### config.mk
export PLATFORM = sky130hd
export DESIGN_NAME = hf_mode_sequencer
export DESIGN_NICKNAME = d
export VERILOG_FILES = /design/src/rtl/hf_mode_sequencer_pkg.sv /design/src/rtl/hf_seq_timer.sv /design/src/rtl/hf_mode_sequencer.sv
export SDC_FILE = /design/constraint.sdc
export NUM_CORES = 1
export LEC_CHECK = 0
export BUFFER_PORTS_ARGS = -buffer_cell sky130_fd_sc_hd__buf_2
export CORE_MARGIN = 2
export CORE_UTILIZATION = 52
export CTS_BUF_LIST = sky130_fd_sc_hd__clkbuf_4 sky130_fd_sc_hd__clkbuf_8
export DETAILED_ROUTE_END_ITERATION = 12
export GPL_ROUTABILITY_DRIVEN = 0
export PLACE_DENSITY = 0.78
export SYNTH_ARGS = -nofsm -noshare
export SYNTH_HDL_FRONTEND = slang
export SYNTH_SLANG_ARGS = --single-unit
### constraint.sdc
create_clock -name ck_1356meg -period 1.97 [get_ports ck_1356meg]
set_input_delay 0.197 -clock ck_1356meg [delete_from_list [all_inputs] [get_ports ck_1356meg]]
set_output_delay 0.197 -clock ck_1356meg [all_outputs]
set_load 0.02 [all_outputs]
### src/rtl/hf_mode_sequencer_pkg.sv
// Shared HF command and mode-sequencer definitions: opcodes, the OFF major
// mode and the sequencer state encoding.
package hf_mode_sequencer_pkg;

    localparam logic [3:0] FPGA_CMD_SET_CONFREG  = 4'd1;
    localparam logic [3:0] FPGA_CMD_TRACE_ENABLE = 4'd2;

    localparam logic [2:0] FPGA_MAJOR_MODE_OFF = 3'd7;

    typedef enum logic [1:0] {
        IDLE    = 2'd0,
        QUIESCE = 2'd1,
        SWITCH  = 2'd2,
        SETTLE  = 2'd3
    } seq_state_t;

    // Major-mode field of a SET_CONFREG payload.
    function automatic logic [2:0] cfg_major(input logic [8:0] cfg);
        return cfg[8:6];
    endfunction

endpackage

### src/rtl/hf_seq_timer.sv
// Down-counter used for both the guard (drive-off) and settle intervals.
// done is high in the last cycle of the loaded interval.
module hf_seq_timer (
    input  logic       clk,
    input  logic       nreset,
    input  logic       load,
    input  logic [7:0] load_val,
    input  logic       count,
    output logic       done
);

    logic [7:0] remaining;

    // Load on state entry, count down while enabled, park at zero rather than wrap.
    always_ff @(posedge clk or negedge nreset) begin
        if (!nreset) begin
            remaining <= 8'd0;
        end else if (load) begin
            remaining <= load_val;
        end else if (count && (remaining != 8'd0)) begin
            remaining <= remaining - 8'd1;
        end
    end

    // A zero count also reports done so the sequencer can never stall.
    assign done = (remaining <= 8'd1);

endmodule

### src/rtl/hf_mode_sequencer.sv
// HF mode sequencer: applies ARM configuration commands to the FPGA mode mux,
// gating coil drive off for a guard interval before any major-mode change and
// holding it off for a settle interval afterwards. nreset is expected to come
// from the top-level synchroniser, so its release is already clock-aligned.
module hf_mode_sequencer
    import hf_mode_sequencer_pkg::*;
#(
    parameter int GUARD_CYCLES  = 64,
    parameter int SETTLE_CYCLES = 32
) (
    input  logic        ck_1356meg,
    input  logic        nreset,
    input  logic        cmd_valid,
    input  logic [15:0] cmd_word,
    output logic [2:0]  major_mode,
    output logic [3:0]  minor_mode,
    output logic [1:0]  subcarrier_frequency,
    output logic        trace_enable,
    output logic        pwr_gate,
    output logic        busy,
    output logic        cmd_overwrite
);

    localparam logic [7:0] GUARD_LOAD  = 8'(GUARD_CYCLES);
    localparam logic [7:0] SETTLE_LOAD = 8'(SETTLE_CYCLES);

    seq_state_t  state;
    logic [8:0]  target_cfg;
    logic        pend_full;
    logic [8:0]  pend_cfg;

    logic [3:0]  opcode;
    logic [8:0]  payload;
    logic        is_conf;
    logic        is_trace;
    logic        have_cfg;
    logic [8:0]  cfg;
    logic        start_switch;
    logic        enter_settle;
    logic        timer_load;
    logic [7:0]  timer_val;
    logic        timer_count;
    logic        timer_done;
    logic        unused_cmd_bits;

    assign opcode          = cmd_word[15:12];
    assign payload         = cmd_word[8:0];
    assign unused_cmd_bits = ^cmd_word[11:9];
    assign is_conf         = cmd_valid && (opcode == FPGA_CMD_SET_CONFREG);
    assign is_trace        = cmd_valid && (opcode == FPGA_CMD_TRACE_ENABLE);

    // In IDLE a pending command takes precedence over a newly arriving one.
    assign have_cfg     = pend_full || is_conf;
    assign cfg          = pend_full ? pend_cfg : payload;
    assign start_switch = (state == IDLE) && have_cfg && (cfg_major(cfg) != major_mode);
    assign enter_settle = (state == SWITCH) && (cfg_major(target_cfg) != FPGA_MAJOR_MODE_OFF);
    assign timer_load   = start_switch || enter_settle;
    assign timer_val    = start_switch ? GUARD_LOAD : SETTLE_LOAD;
    assign timer_count  = (state == QUIESCE) || (state == SETTLE);

    hf_seq_timer u_timer (
        .clk      (ck_1356meg),
        .nreset   (nreset),
        .load     (timer_load),
        .load_val (timer_val),
        .count    (timer_count),
        .done     (timer_done)
    );

    // Trace enable is independent of the transition sequence.
    always_ff @(posedge ck_1356meg or negedge nreset) begin
        if (!nreset) begin
            trace_enable <= 1'b0;
        end else if (is_trace) begin
            trace_enable <= cmd_word[0];
        end
    end

    // Command payloads carry no reset; their valid flags do.
    always_ff @(posedge ck_1356meg) begin
        if (start_switch) begin
            target_cfg <= cfg;
        end
        if (is_conf && ((state != IDLE) || pend_full)) begin
            pend_cfg <= payload;
        end
    end

    // Transition sequencer with registered mode, gate and status outputs.
    always_ff @(posedge ck_1356meg or negedge nreset) begin
        if (!nreset) begin
            state                <= IDLE;
            major_mode           <= FPGA_MAJOR_MODE_OFF;
            minor_mode           <= 4'd0;
            subcarrier_frequency <= 2'd0;
            pwr_gate             <= 1'b0;
            busy                 <= 1'b0;
            cmd_overwrite        <= 1'b0;
            pend_full            <= 1'b0;
        end else begin
            cmd_overwrite <= 1'b0;
            case (state)
                IDLE: begin
                    // Slot is consumed now; a command arriving this cycle waits in it.
                    if (pend_full) begin
                        pend_full <= is_conf;
                    end
                    if (have_cfg) begin
                        if (start_switch) begin
                            state    <= QUIESCE;
                            pwr_gate <= 1'b0;
                            busy     <= 1'b1;
                        end else begin
                            minor_mode           <= cfg[3:0];
                            subcarrier_frequency <= cfg[5:4];
                        end
                    end
                end
                QUIESCE: begin
                    if (timer_done) begin
                        state <= SWITCH;
                    end
                end
                SWITCH: begin
                    major_mode           <= cfg_major(target_cfg);
                    minor_mode           <= target_cfg[3:0];
                    subcarrier_frequency <= target_cfg[5:4];
                    if (enter_settle) begin
                        state <= SETTLE;
                    end else begin
                        state    <= IDLE;
                        pwr_gate <= 1'b0;
                        busy     <= 1'b0;
                    end
                end
                SETTLE: begin
                    if (timer_done) begin
                        state    <= IDLE;
                        pwr_gate <= 1'b1;
                        busy     <= 1'b0;
                    end
                end
                default: begin
                    state <= IDLE;
                end
            endcase
            if ((state != IDLE) && is_conf) begin
                pend_full     <= 1'b1;
                cmd_overwrite <= pend_full;
            end
        end
    end

endmodule

==> results of run 1 <==
==> per-stage QoR <==
stage / power, mW / TNS [ns] / hold WS, ns / setup WS (ns)
floorplan: 1.91 / -0.124 / -0.0986 / -0.0206
global placement: 2.22 / -0.544 / 0.204 / -0.0914
detailed placement: 2.29 / -1.52 / 0.213 / -0.248
CTS: 2.89 / -0.794 / 0.0166 / -0.148
global route: 3.09 / -1.38 / 0.00143 / -0.225
finish: 2.93 / -1.02 / 0.0141 / -0.191
==> cells by family (layout without fill, tap and decap cells) <==
kind of cell | count (synthesis) | in the layout
flip-flops | 42 | 42
AND/OR/NAND/NOR | 33 | 33
multiplexers | 25 | 25
AO/OA/AOI/OAI | 18 | 18
buffers and inverters | 13 | 67
XOR/XNOR | 7 | 7
adder cells (fa/ha/maj) | 4 | 4
==> worst max-delay path, stage by stage (launching register included) <==
cell	delay, ns
dfrtp_2	0.48
mux2i_4	0.30
xnor2_2	0.10
or4b_4	0.56
a21oi_4	0.16
buf_12	0.14
mux2_4	0.30
==> metal layers <==
metal  GRT usage (%)  wire length [µm]  part of all wire, %
met1            25.3              1670                   42
met3            4.34               145                  3.7
met4            7.98                60                  1.5
met2            38.0              2080                   53
met5               0                 0                    0
==> state kept, by name, summed over array words and instances (netlist names) <==
name                  flops
busy                      1
cmd_overwrite             1
major_mode                3
minor_mode                4
pend_cfg                  9
pend_full                 1
pwr_gate                  1
state                     2
subcarrier_frequency      2
target_cfg                9
trace_enable              1
u_timer.remaining         8
==> worst paths after layout <==
path / start / end / slack (ns)
worst min-delay path: cmd_word[3] / pend_cfg[3]$_DFFE_PP_ / 0.01
worst max register to register: pend_full$_DFFE_PN0P_ / subcarrier_frequency[1]$_DFFE_PN0P_ / -0.19
max in group asynchronous: nreset / pend_full$_DFFE_PN0P_ / 1.23
worst max-delay path: pend_full$_DFFE_PN0P_ / subcarrier_frequency[1]$_DFFE_PN0P_ / -0.19
worst min register to register: u_timer.remaining[6]$_DFFE_PN0P_ / u_timer.remaining[6]$_DFFE_PN0P_ / 0.51
min in group asynchronous: nreset / minor_mode[2]$_DFFE_PN0P_ / 0.34
==> area by class of cell <==
class,count,share of cell area [%]
flip-flops and latches,42,47.1
well taps,46,2.37
multi-input cells,87,32.8
clock buffers,5,1.54
repair buffers,49,13.0
clock inverters,3,1.65
inverters,10,1.54
==> cell usage in the layout, fill, tap and decap left out, types with 3 or more instances in the layout <==
master | synthesis | final
a21oi_1 | 5 | 4
buf_2 | 3 | 28
buf_4 | 0 | 18
clkbuf_4 | 0 | 5
dfrtp_1 | 21 | 20
dfstp_2 | 3 | 3
edfxtp_1 | 18 | 18
ha_1 | 3 | 3
inv_1 | 8 | 8
mux2_2 | 22 | 16
mux2_4 | 0 | 6
nand2_1 | 6 | 6
nor2_1 | 12 | 11
xor2_1 | 3 | 3
==> power breakdown <==
| group | leakage (nW) | switching (mW) | total [mW] | internal [mW] |
|---|---|---|---|---|
| Combinational | 0.554 | 0.549 | 1.06 | 0.508 |
| Sequential | 0.447 | 0.187 | 1.33 | 1.14 |
| Clock | 0.0450 | 0.283 | 0.546 | 0.263 |
| Total | 1.05 | 1.02 | 2.93 | 1.92 |
==> what timing repair did <==
action                     in CTS  in global routing
pin swaps                       3                  5
setup endpoints to repair      14                 17
gates resized for setup         9                 11
hold buffers                    1                  0
hold endpoints to repair       21                  0
cloned                          0                  0
setup buffers                   4                  1
==> results.yml, run 1 <==
global_routing:
  track_usage_pct: 21.3
  grt_pass1_wl_um: 6580
  grt-ovfl-total: 0
  antenna_found_initial: 0
  grt_max_degree: 25
  grt_pass1_vias: 1409
drt:
  num_vias: 1319
  wire_per_inst_um: 16.3
  drc: 0
  drtIter0Drc: 52
  dr.pass1.iters: 5
  antenna_left: 0
  viasPerCell: 5.45
  routed_wl_um: 3950
synth:
  synth_fa_ha_area_share_pct: 2.50
  synth_top_family_by_area: "multiplexers"
  synth_top_area_share_pct: 28.4
  synth_compound_area_share_pct: 8.01
  synthArstFlopShare_pct: 57.1
  synth-simple-area-share_pct: 8.86
  avgSynthCellArea_um2: 13.4
  synth_fp_nets: 164
  synth.largest_area_cell: "edfxtp_1"
  post-synth-top-count-cell: "mux2_2"
  synth_area_leaders: "edfxtp_1, dfrtp_1, mux2_2"
  synth_xor_area_share_pct: 3.22
  seq_area_frac_synth_pct: 60.1
  syn_area_mm2: 0.00191
  synth_edf_count: 18
  ys_seq_elements: 42
  synthFlopType: "dfrtp_1"
  synth_mux_area_share_pct: 14.6
  synth_cell_type_count: 39
  synth_commonest_cells: "mux2_2, dfrtp_1, edfxtp_1"
  synth_cells: 142
  ys_warn_count: 0
cells_and_area:
  num_antenna_cells: 0
  fin_util_pct: 71.2
  drive_above_1_share_pct: 50.5
  syn_to_final_growth_pct: 27.7
  seq_area_mm2: 0.00115
  fin_area_mm2: 0.00243
  final_cells: 242
  nFillCells: 229
  multiInputGateArea_um2: 798
  layout.nets: 217
critical_path:
  cp-end-kind: "register"
  cp.arrival_ns: 2.40
  worstPathMaxFanout: 6
  startpoint_type: "register"
  worst_r2r_path_depth: 6
  timing_worst_setup_path_type: "reg2reg"
  crit_required_ns: 2.21
cts:
  clockBufferDepth: 2
  cts.htree.levels: 2
  clock_latency_ns: 0.36
  cts_sinks: 42
  cts_root_buf: "clkbuf_4"
  cts_buffers: 5
  path_clk_slew_ns: 0.14
  cts_tree: "done"
floorplanning:
  start_util_pct: 55.8
  dieArea_mm2: 0.00416
  die_h_um: 64.5
  core_mm2: 0.00342
  pin_count: 32
  die_w_um: 64.5
  rows: 21
timing:
  finalMaxSlewViolations: 0
  hold_viol_final: 0
  finalWorstSetupSlack_ns: -0.191
  rsz0062_at_grt: "true"
  finalCriticalPeriod_ns: 2.16
  clock-skew-final_ns: 0.0212
  min_period_over_period_pct: 110
  clock.fmax_mhz: 463
  slew_headroom_pct: 63.2
  tightest_slew_ns: 0.553
  setup_viol: 6
placement:
  port_buffers: 28
  hpwl_um: 2730
  dp_cells: 229
  place_area_mm2: 0.00221
status:
  violations: "negative setup slack"
  outcome: "finished with violations"
worst_hold_path:
  whs_path_depth: 1
  min_path_type: "in2reg"
job:
  timing.max_cap.violations: 0
power_and_ir_drop:
  vdd_drop_max_v: 0.000922
  power.density_mw_per_mm2: 1210
  leakagePower_nw: 1.05
(Power assumes the default switching activity.)
==> run 2: changes to the inputs <==
--- a/config.mk
+++ b/config.mk
@@ -12,6 +12,7 @@
 export DETAILED_ROUTE_END_ITERATION = 12
 export GPL_ROUTABILITY_DRIVEN = 0
 export PLACE_DENSITY = 0.78
+export SETUP_SLACK_MARGIN = 0.15
 export SYNTH_ARGS = -nofsm -noshare
 export SYNTH_HDL_FRONTEND = slang
 export SYNTH_SLANG_ARGS = --single-unit
==> run 2 against run 1 <==
Highest routed layer unchanged. Clock skew is 0.0068 ns lower. Critical endpoint is now minor_mode[1]$_DFFE_PN0P_. Final area fell by 1.2%. The flow still finishes with violations (negative setup slack). Global-route usage decreased by 1.0 points.
==> results.yml, run 2 (synthesis results as in run 1) <==
global_routing:
  track_usage_pct: 20.3
  grt_pass1_vias: 1297
  antenna_found_initial: 0
  grt_pass1_wl_um: 6160
  grt_max_degree: 25
  grt-ovfl-total: 0
timing:
  fin_hold_ws_ns: 0.0150
  slew_headroom_pct: 63.3
  setup_tns_ns: -1.02
  tightest_slew_ns: 0.551
  setup_viol: 6
  finalCriticalPeriod_ns: 2.15
  clock-skew-final_ns: 0.0144
  finalWorstSetupSlack_ns: -0.177
  clock.fmax_mhz: 466
  finalMaxSlewViolations: 0
  rsz0062_at_grt: "true"
  hold_viol_final: 0
  min_period_over_period_pct: 109
critical_path:
  cp-end-kind: "register"
  reg2reg_slack_ns: -0.18
  timing_worst_setup_path_type: "reg2reg"
  crit_required_ns: 2.23
  worstPathMaxFanout: 6
  startpoint_type: "register"
  cp.arrival_ns: 2.40
floorplanning:
  start_util_pct: 55.8
  pin_count: 32
  die_w_um: 64.5
  rows: 21
  core_mm2: 0.00342
  dieArea_mm2: 0.00416
  die_h_um: 64.5
cells_and_area:
  layout.nets: 214
  multiInputGateArea_um2: 790
  drive_above_1_share_pct: 47.7
  fin_area_mm2: 0.00240
  final_cells: 239
  num_antenna_cells: 0
  layout_top_registers: "pend_cfg (9), target_cfg (9), u_timer.remaining (8)"
  layout_commonest_cell: "buf_2"
  fin_util_pct: 70.4
  nFillCells: 242
  layout_common_cells: "buf_2, dfrtp_1, edfxtp_1"
  syn_to_final_growth_pct: 26.1
  seq_area_mm2: 0.00115
cts:
  cts_buffers: 5
  cts.htree.levels: 2
  clockBufferDepth: 2
  path_clk_slew_ns: 0.12
  cts_sinks: 42
  cts_root_buf: "clkbuf_4"
  cts_tree: "done"
  clock_latency_ns: 0.36
drt:
  drtIter0Drc: 39
  wire_per_inst_um: 15.5
  num_vias: 1279
  routed_wl_um: 3720
  dr.pass1.iters: 4
  antenna_left: 0
  drc: 0
  viasPerCell: 5.35
power_and_ir_drop:
  leakagePower_nw: 1.03
  vdd_drop_max_v: 0.000712
  p_total_mw: 2.86
  power.density_mw_per_mm2: 1190
status:
  outcome: "finished with violations"
  violations: "negative setup slack"
job:
  timing.max_cap.violations: 0
placement:
  hpwl_um: 2650
  port_buffers: 28
  place_area_mm2: 0.00218
  dpl_worst_slack_ns: -0.240
  dp_cells: 224
worst_hold_path:
  min_path_type: "in2reg"
[run 2: path summary, 6_finish.rpt]
path,startpoint,cells after the start,to
hold / removal,cmd_word[4],1,pend_cfg[4]$_DFFE_PP_
setup / recovery,pend_full$_DFFE_PN0P_,6,minor_mode[1]$_DFFE_PN0P_
hold reg to reg,busy$_DFFE_PN0P_,1,busy$_DFFE_PN0P_
min in group asynchronous,nreset,2,subcarrier_frequency[0]$_DFFE_PN0P_
setup reg to reg,pend_full$_DFFE_PN0P_,6,minor_mode[1]$_DFFE_PN0P_
max in group asynchronous,nreset,2,pend_full$_DFFE_PN0P_
[run 2: critical path, cell delays in order (launching register included)]
cell	delay (ns)
dfrtp_2	0.49
mux2i_4	0.31
xnor2_2	0.09
or4b_4	0.55
a21oi_4	0.16
buf_12	0.14
mux2_4	0.30
[run 2: what timing repair did]
item / 4_1_cts / 5_1_grt
endpoints found under the hold margin: 23 / 0
gates resized for setup: 8 / 7
pin swaps: 3 / 4
setup endpoints to repair: 25 / 26
buffers inserted: 2 / 2
hold buffers: 3 / 0
[run 2: final cells by class]
class                   instances  share of cell area (%)
flip-flops and latches         42                    47.7
repair buffers                 46                    12.3
clock buffers                   5                    1.56
multi-input cells              87                    32.8
inverters                      10                    1.56
well taps                      46                    2.39
clock inverters                 3                    1.67
[run 2: power by group]
part / internal (mW) / switching [mW] / total, mW / leakage [nW]
registers: 1.14 / 0.199 / 1.34 / 0.447
clock network: 0.263 / 0.277 / 0.540 / 0.0450
logic: 0.473 / 0.509 / 0.982 / 0.537
total: 1.88 / 0.985 / 2.86 / 1.03
[run 2: layer usage]
layer  vias to the layer above  track usage (%)  routed length (µm)
li1                        618                -                   -
met1                       630             25.1                1720
met2                        26             32.9                1770
met3                         5             5.90                 152
met4                         0             9.31                  74
met5                         -                0                   0
